File: src/rtl/jogador_automatico.sv
// Autonomous memory-game player: captures the sequence shown on leds and replays it on chaves.
// Optional deliberate-error replay is enabled with the JOGADOR_ERRO_PROPOSITAL_EN macro.
module jogador_automatico #(
   parameter int MAX_JOGADAS = 16,
   parameter int ADDR_W      = 4,
   parameter int T_PRESS     = 5,
   parameter int T_SOLTA     = 5
`ifdef JOGADOR_ERRO_PROPOSITAL_EN
   ,
   parameter int ERRO_RODADA = 3
`endif
) (
   input  logic              clock,
   input  logic              reset,
   input  logic              habilitar,
   input  logic [3:0]        leds,
   input  logic              vez_jogador,
   input  logic              acertou,
   input  logic              errou,
   output logic [3:0]        chaves,
   output logic              ocupado,
   output logic [ADDR_W:0]   num_jogadas,
   output logic              erro_captura,
   output logic [3:0]        db_estado
);

   typedef enum logic [3:0] {
      IDLE       = 4'd0,
      CAPTURA    = 4'd1,
      PRESSIONA  = 4'd2,
      SOLTA      = 4'd3,
      PROXIMA    = 4'd4,
      FIM_RODADA = 4'd5,
      PARADO     = 4'd6
   } estado_t;

   localparam int TW = $clog2(T_PRESS + T_SOLTA + 1);

   estado_t           estado;
   logic [3:0]        leds_r;
   logic [3:0]        leds_ant;
   logic [3:0]        mem [MAX_JOGADAS];
   logic [ADDR_W:0]   wr_ptr;
   logic [ADDR_W:0]   rd_ptr;
   logic [TW-1:0]     timer;
   logic [3:0]        chaves_r;
   logic              ocupado_r;
   logic              erro_r;
`ifdef JOGADOR_ERRO_PROPOSITAL_EN
   logic [7:0]        rodada;
`endif

   logic              evento;
   logic              one_hot;
   logic              cheio;
   logic              grava;
   logic              aborta;
   logic [ADDR_W:0]   wr_ptr_nx;
   logic [ADDR_W:0]   rd_prox;
   logic [3:0]        mem_dado;
   logic [3:0]        jogada;

   always_comb begin
      evento    = (estado == CAPTURA) && (leds_ant == 4'b0000) && (leds_r != 4'b0000);
      one_hot   = (leds_r != 4'b0000) && ((leds_r & (leds_r - 4'd1)) == 4'b0000);
      cheio     = (wr_ptr == (ADDR_W+1)'(MAX_JOGADAS));
      aborta    = (estado != IDLE) && (acertou || errou);
      grava     = evento && one_hot && !cheio && habilitar && !aborta;
      wr_ptr_nx = grava ? wr_ptr + 1'b1 : wr_ptr;
      rd_prox   = rd_ptr + 1'b1;
      mem_dado  = mem[rd_ptr[ADDR_W-1:0]];
      jogada    = mem_dado;
`ifdef JOGADOR_ERRO_PROPOSITAL_EN
      if (rodada == 8'(ERRO_RODADA) && rd_prox == wr_ptr)
         jogada = {mem_dado[2:0], mem_dado[3]};
`endif
   end

   always_ff @(posedge clock) begin
      if (grava)
         mem[wr_ptr[ADDR_W-1:0]] <= leds_r;
   end

   // chaves_r lags the state by one cycle, so SOLTA plus PROXIMA give the T_PRESS+T_SOLTA+1 spacing.
   always_ff @(posedge clock or negedge reset) begin
      if (!reset) begin
         estado    <= IDLE;
         leds_r    <= '0;
         leds_ant  <= '0;
         wr_ptr    <= '0;
         rd_ptr    <= '0;
         timer     <= '0;
         chaves_r  <= '0;
         ocupado_r <= 1'b0;
         erro_r    <= 1'b0;
`ifdef JOGADOR_ERRO_PROPOSITAL_EN
         rodada    <= '0;
`endif
      end else begin
         leds_r   <= leds;
         leds_ant <= leds_r;
         chaves_r <= '0;
         if (!habilitar) begin
            estado    <= IDLE;
            ocupado_r <= 1'b0;
         end else if (aborta) begin
            estado    <= PARADO;
            ocupado_r <= 1'b0;
         end else begin
            case (estado)
               IDLE: begin
                  estado <= CAPTURA;
                  wr_ptr <= '0;
                  erro_r <= 1'b0;
`ifdef JOGADOR_ERRO_PROPOSITAL_EN
                  rodada <= 8'd1;
`endif
               end
               CAPTURA: begin
                  wr_ptr <= wr_ptr_nx;
                  if (evento && !grava)
                     erro_r <= 1'b1;
                  if (vez_jogador && wr_ptr_nx != '0) begin
                     estado    <= PRESSIONA;
                     rd_ptr    <= '0;
                     timer     <= '0;
                     ocupado_r <= 1'b1;
                  end
               end
               PRESSIONA: begin
                  chaves_r <= jogada;
                  if (timer == TW'(T_PRESS - 1)) begin
                     estado <= SOLTA;
                     timer  <= '0;
                  end else begin
                     timer <= timer + 1'b1;
                  end
               end
               SOLTA: begin
                  if (timer == TW'(T_SOLTA - 1)) begin
                     estado    <= PROXIMA;
                     timer     <= '0;
                     ocupado_r <= 1'b0;
                  end else begin
                     timer <= timer + 1'b1;
                  end
               end
               PROXIMA: begin
                  rd_ptr <= rd_prox;
                  if (rd_prox == wr_ptr) begin
                     estado <= FIM_RODADA;
                  end else begin
                     estado    <= PRESSIONA;
                     timer     <= '0;
                     ocupado_r <= 1'b1;
                  end
               end
               FIM_RODADA: begin
                  wr_ptr <= '0;
                  estado <= CAPTURA;
`ifdef JOGADOR_ERRO_PROPOSITAL_EN
                  if (rodada != 8'hFF)
                     rodada <= rodada + 8'd1;
`endif
               end
               PARADO: estado <= PARADO;
               default: estado <= IDLE;
            endcase
         end
      end
   end

   assign chaves       = (habilitar && !aborta) ? chaves_r : 4'b0000;
   assign ocupado      = ocupado_r;
   assign num_jogadas  = wr_ptr;
   assign erro_captura = erro_r;
   assign db_estado    = estado;

endmodule

File: config.mk
export PLATFORM = sky130hd
export DESIGN_NAME = jogador_automatico
export DESIGN_NICKNAME = d
export VERILOG_FILES = /design/src/rtl/jogador_automatico.sv
export SDC_FILE = /design/constraint.sdc
export NUM_CORES = 1
export LEC_CHECK = 0
export ABC_AREA = 1
export BUFFER_PORTS_ARGS = -buffer_cell sky130_fd_sc_hd__buf_4
export CAP_MARGIN = 20
export CORE_MARGIN = 5
export CORE_UTILIZATION = 25
export DETAILED_ROUTE_END_ITERATION = 10
export PLACE_DENSITY_LB_ADDON = 0.1
export SYNTH_ARGS = -nofsm -noshare
export SYNTH_HDL_FRONTEND = slang
export SYNTH_SLANG_ARGS = --single-unit
File: constraint.sdc
create_clock -name clock -period 2.7 [get_ports clock]
set_input_delay 0.27 -clock clock [delete_from_list [all_inputs] [get_ports clock]]
set_output_delay 0.27 -clock clock [all_outputs]
set_load 0.005 [all_outputs]
After elaboration in Yosys (flattened, before gate mapping)
Memory sizes are Yosys's and may differ from the RTL's.
Index checks and enable logic that the tools add are counted.
{ "word_totals": {"ramBits": 64, "elab_cells": 95, "ff_bits": 32, "memories": 1, "out_inout_bits": 15} }
{ "op_classes": {"n_reduce_logical": 33, "add_sub_neg": 4, "muxes": 29, "bitwise_logic": 2, "n_eq_ne": 17} }
{ "mem_list": {"columns": ["name", "words", "width", "rd", "rd_clocked_by_memory_dff", "wr", "line_no", "text"], "rows": [
  ["mem", 16, 4, 1, 0, 1, "42", "logic [3:0] mem [MAX_JOGADAS];"]
]} }
{ "ops": {"columns": ["cell", "n"], "rows": [
  ["4-bit two-way mux", 12],
  ["4-bit case mux with 6 select lines", 1],
  ["5-bit case mux with 2 select lines", 2],
  ["4-bit by 3-bit == test with 1-bit output (second input constant)", 4],
  ["4-bit zero test", 3],
  ["4-bit != test (second input constant)", 3],
  ["4-bit case mux with 3 select lines", 1],
  ["4-bit AND reduction", 3],
  ["1-bit logical AND", 11],
  ["5-bit by 1-bit adder with 5-bit output (second input constant)", 2],
  ["5-bit two-way mux", 2],
  ["4-bit by 2-bit == test with 1-bit output (second input constant)", 2],
  ["1-bit two-way mux", 8],
  ["4-bit nonzero test", 2],
  ["3-bit AND reduction", 2],
  ["2-bit nonzero test", 3],
  ["5-bit == test", 1],
  ["5-bit == test (second input constant)", 1],
  ["5-bit by 1-bit != test with 1-bit output (second input constant)", 1],
  ["5-bit AND reduction", 1],
  ["5-bit nonzero test", 1],
  ["4-bit by 1-bit adder with 4-bit output (second input constant)", 1],
  ["4-bit AND", 1],
  ["4-bit by 1-bit == test with 1-bit output (second input constant)", 1],
  ["other kinds (12)", 16]
]} }

Logic depth before layout (Yosys ltp)
{ "logic_depth": {"word_depth": 15, "depth_mapped": 16, "ltp_nobuf": 16} }

Worst setup path before layout
Ideal clock, no wire load.
{ "synth_timing": {"path_kind": "flip-flop to flip-flop", "start": "register wr_ptr[0] (netlist: num_jogadas[0])", "end": "memory mem[0][0], enable pin", "slack_ns": 0.788, "arrival_ns": 1.545, "stages_incl_launch_ff": 8, "setup_ns": 0.367, "t_required_ns": 2.333, "cell_sequence": "dfrtp_1 inv_1 ha_1 nand4_1 nand2_1 inv_2 nand3_4 nor3b_1"} }
{ "synth_via": {"elab_chain_cells": 7} }
{ "synth_lines": {"columns": ["item", "line_no", "text"], "rows": [
  ["start: declaration", "43", "logic [ADDR_W:0] wr_ptr;"],
  ["start signal: assignment", "120", "wr_ptr <= wr_ptr_nx;"],
  ["5-bit == test", "66", "cheio = (wr_ptr == (ADDR_W+1)'(MAX_JOGADAS));"],
  ["1-bit zero test", "68", "grava = evento && one_hot && !cheio && habilitar && !aborta;"],
  ["1-bit logical AND (3 in a row)", "68", null],
  ["1-bit two-way mux", "80", "if (grava)"],
  ["1-bit two-way mux (implied by the code)", "81", "mem[wr_ptr[ADDR_W-1:0]] <= leds_r;"],
  ["end: declaration", "42", null]
]} }
Parallel ways exist; a longest one is shown, timed or not.

Worst setup path after layout
{ "layout_timing": {"start": "register wr_ptr[0] (netlist: num_jogadas[0])", "end": "register timer[0]"} }
{ "layout_via": {"elab_chain_cells": 10, "word_cells_on_any_way": 13} }
{ "layout_lines": {"columns": ["item", "line_no", "text"], "rows": [
  ["parallel branches: the longest is 9 deep, another holds 5-bit by 1-bit adder with 5-bit output", null, null],
  ["5-bit AND reduction (no line) *", null, null],
  ["end signal: assignment", "136", "timer <= timer + 1'b1;"],
  ["end signal: assignment", "145", "timer <= timer + 1'b1;"],
  ["end: declaration", "45", "logic [TW-1:0] timer;"]
]} }
Mark *: on every way between the ends.
A chain may end at the register's enable or synchronous reset.

==> impl_metrics.env <==
export IMPL_critPathKind="reg2reg"
export IMPL_setup_tns_final_ps=0
export IMPL_fin_crit_ps=2270
export IMPL_rows=48
export IMPL_num_nets_final=492
export IMPL_fin_worst_skew_ps=8.62
export IMPL_powerDensity_nw_per_um2=781
export IMPL_synth_cells=437
export IMPL_endpoint_kind="register"
export IMPL_antenna_found_initial=0
export IMPL_ys_types=38
export IMPL_synth_seq_area_share_pct=61.5
export IMPL_cp_required_ps=2920
export IMPL_status="finished clean"
export IMPL_cts_reportedPaths_clkPinSlew_ps=70
export IMPL_synth_async_sr_flop_share_pct=32.6
export IMPL_synth_seq_cells=95
export IMPL_maxSlewHeadroom_pct=56.0
export IMPL_drc=0
export IMPL_wl_mm=11.5
export IMPL_wire_per_inst_um=16.4
export IMPL_r2r_start="num_jogadas[0]"
export IMPL_crit_path_start="num_jogadas[0]"
export IMPL_die_w_um=142
export IMPL_maxCapViolCount=0
export IMPL_overflow=0
export IMPL_clock_latency_ps=350
export IMPL_slew_violations=0
export IMPL_portBuffers=23
export IMPL_synth_area_leader_cell="edfxtp_1"
export IMPL_clock_sinks=95
export IMPL_grt_setup_unrepaired="no"
export IMPL_yosys_area_top_type_share_pct=43.8
export IMPL_power_leakage_nw=2.03
export IMPL_synth_area_leaders="edfxtp_1 (44%), dfrtp_1 (18%), nand2_1 (6.5%)"
export IMPL_vdd_drop_max_mv=0.222
export IMPL_multiInputGateArea_um2=1460
export IMPL_syn_nets=454
export IMPL_vias_per_cell=4.46
export IMPL_hold_start="leds[2]"
export IMPL_initialDrtViolationCount=284
export IMPL_cts_made_buffers=9
export IMPL_synth_edff_count=64
export IMPL_htreeDepth=3
export IMPL_grtUsageTotal_pct=11.8
export IMPL_start_kind="register"
export IMPL_grt_pass1_wl_mm=18.0
export IMPL_arrival_ps=2490
export IMPL_synth_area_um2=4390
export IMPL_critPathMaxFanout=6
export IMPL_timing_fmax_mhz=441
export IMPL_min_path_type="in2reg"
export IMPL_synth_warning_count=0
export IMPL_die_y_um=142
export IMPL_dpl_instance_area_um2=4900
export IMPL_dieArea_um2=20300
export IMPL_initial_utilization_pct=25.5
export IMPL_tritoncts="done"
export IMPL_worstMarginPinSlew_ps=659
export IMPL_fillers=1785
export IMPL_setup_viol=0
export IMPL_hold_violations=0
export IMPL_ioPinCount=25
export IMPL_cts_root_buf="clkbuf_16"
export IMPL_globalplace_congestion=0.801
export IMPL_cts_setup_buffers=0
export IMPL_drt_pass1_iter_count=4
export IMPL_avgSynthCellArea_um2=10.0
export IMPL_grt_pass1_vias=3182
export IMPL_core_um2=17200
export IMPL_synthFlopType="edfxtp_1"
export IMPL_drive_gt1_share_pct=15.0
export IMPL_num_vias=3143
export IMPL_layout_area_overhead_vs_synth_pct=18.5
export IMPL_cts_max_path_buffers=2
export IMPL_seq_area_um2=2700
export IMPL_diodes=0
export IMPL_hpwl_mm=8.44
export IMPL_holdWs_ps=27.5
export IMPL_grt_max_degree=37
export IMPL_postRouteAntennaNets=0
export IMPL_design_area_um2=5200
export IMPL_post_route_period_util_pct=84.0
==> path summary, 6_finish.rpt <==
kind	slack [ps]	end	depth (start not counted)
hold / removal	30	leds_r[2]	1
hold reg to reg	450	leds_ant[1]	0
max in group asynchronous	2010	num_jogadas[3]	2
setup / recovery	430	timer[0]	16
min in group asynchronous	390	timer[2]	2
setup reg to reg	430	timer[0]	16
==> cells by family after synthesis <==
logic type,synth area share (%)
compound gates,10.3
xor+xnor,1.60
fa+ha+maj,2.00
other cells,0.0855
simple gates,19.3
buf+inv,5.27
flops,61.5
==> per-layer routing <==
| metal | vias to the layer above | share of wire [%] | GRT usage, % |
|---|---|---|---|
| met5 | - | 0 | 0 |
| li1 | 1571 | - | - |
| met2 | 68 | 45 | 17.5 |
| met3 | 18 | 4.9 | 2.79 |
| met1 | 1486 | 48 | 16.1 |
| met4 | 0 | 2.4 | 5.70 |
==> Yosys cell counts (5+ instances only) <==
| cell type | number |
|---|---|
| nor2_1 | 67 |
| dfrtp_1 | 31 |
| nand3_1 | 24 |
| o221ai_1 | 5 |
| edfxtp_1 | 64 |
| o21ai_0 | 36 |
| nand2_1 | 76 |
| clkbuf_1 | 7 |
| a21oi_1 | 14 |
| nand4_1 | 7 |
| o22ai_1 | 10 |
| ha_1 | 7 |
| nand2_2 | 5 |
| inv_1 | 37 |
==> stage by stage <==
step | power (mW) | std cells | util, % | worst slack, ps
after global routing | 4.32 | 705 | 30.2 | 225
final | 4.06 | 705 | 30.2 | 432
after CTS | 4.13 | 705 | 30.2 | 427
after detailed placement | 2.84 | 688 | 28.4 | 430
after floorplan | 2.46 | 437 | - | 788
after global placement | 2.86 | 688 | 28.4 | 427
==> worst max-delay path, cell delays in order, from the launching register on <==
cell	delay, ps
dfrtp_1	440
inv_1	140
ha_1	260
nand4_1	150
nand2_1	100
inv_2	130
nand3_4	110
inv_2	100
nand2_1	60
nand2_1	60
nand2_1	90
nand3_1	120
nand2_2	80
nand2_2	70
nand2_2	90
nand2_1	60
o21ai_0	80
==> layout make-up <==
cell class | count | area share, %
Clock buffer | 9 | 4.33
Inverter | 43 | 3.20
Multi-Input combinational cell | 286 | 28.1
Sequential cell | 95 | 51.9
Timing Repair Buffer | 40 | 5.82
Clock inverter | 7 | 1.30
Tap cell | 225 | 5.41
==> where the power goes <==
group / total, mW / internal (mW) / switching, mW / leakage (nW)
combinational: 1.05 / 0.347 / 0.702 / 0.908
sequential: 1.74 / 1.63 / 0.104 / 0.980
clock: 1.27 / 0.718 / 0.556 / 0.143
total: 4.06 / 2.70 / 1.36 / 2.03
==> registers in the layout, indices dropped and copies added, names as in the netlist, 3 cells and up <==
register / cells
leds_ant: 4
leds_r: 4
mem: 64
timer: 4
chaves_r: 4
rd_ptr: 5
num_jogadas: 5
db_estado: 3
==> placed cells by master (no fill, tap or decap), drive strengths merged, types with 3 or more instances in the layout <==
cell	instances
nor3	3
nand2	83
o21ai	38
o22ai	10
dfrtp	31
a211oi	3
inv	45
clkbuf	9
ha	7
edfxtp	64
xor2	4
o211ai	4
clkinv	4
nand3	26
nor2	69
a21oi	14
buf	39
o221ai	5
xnor2	4
nand4	7
==> timing repair <==
action / CTS / global route
hold endpoints to repair: 31 / 0
hold buffers: 1 / 0
endpoints found under the setup margin: 0 / 0
resized for setup: 0 / 0
Note: power is estimated with default switching activity, not from simulation.
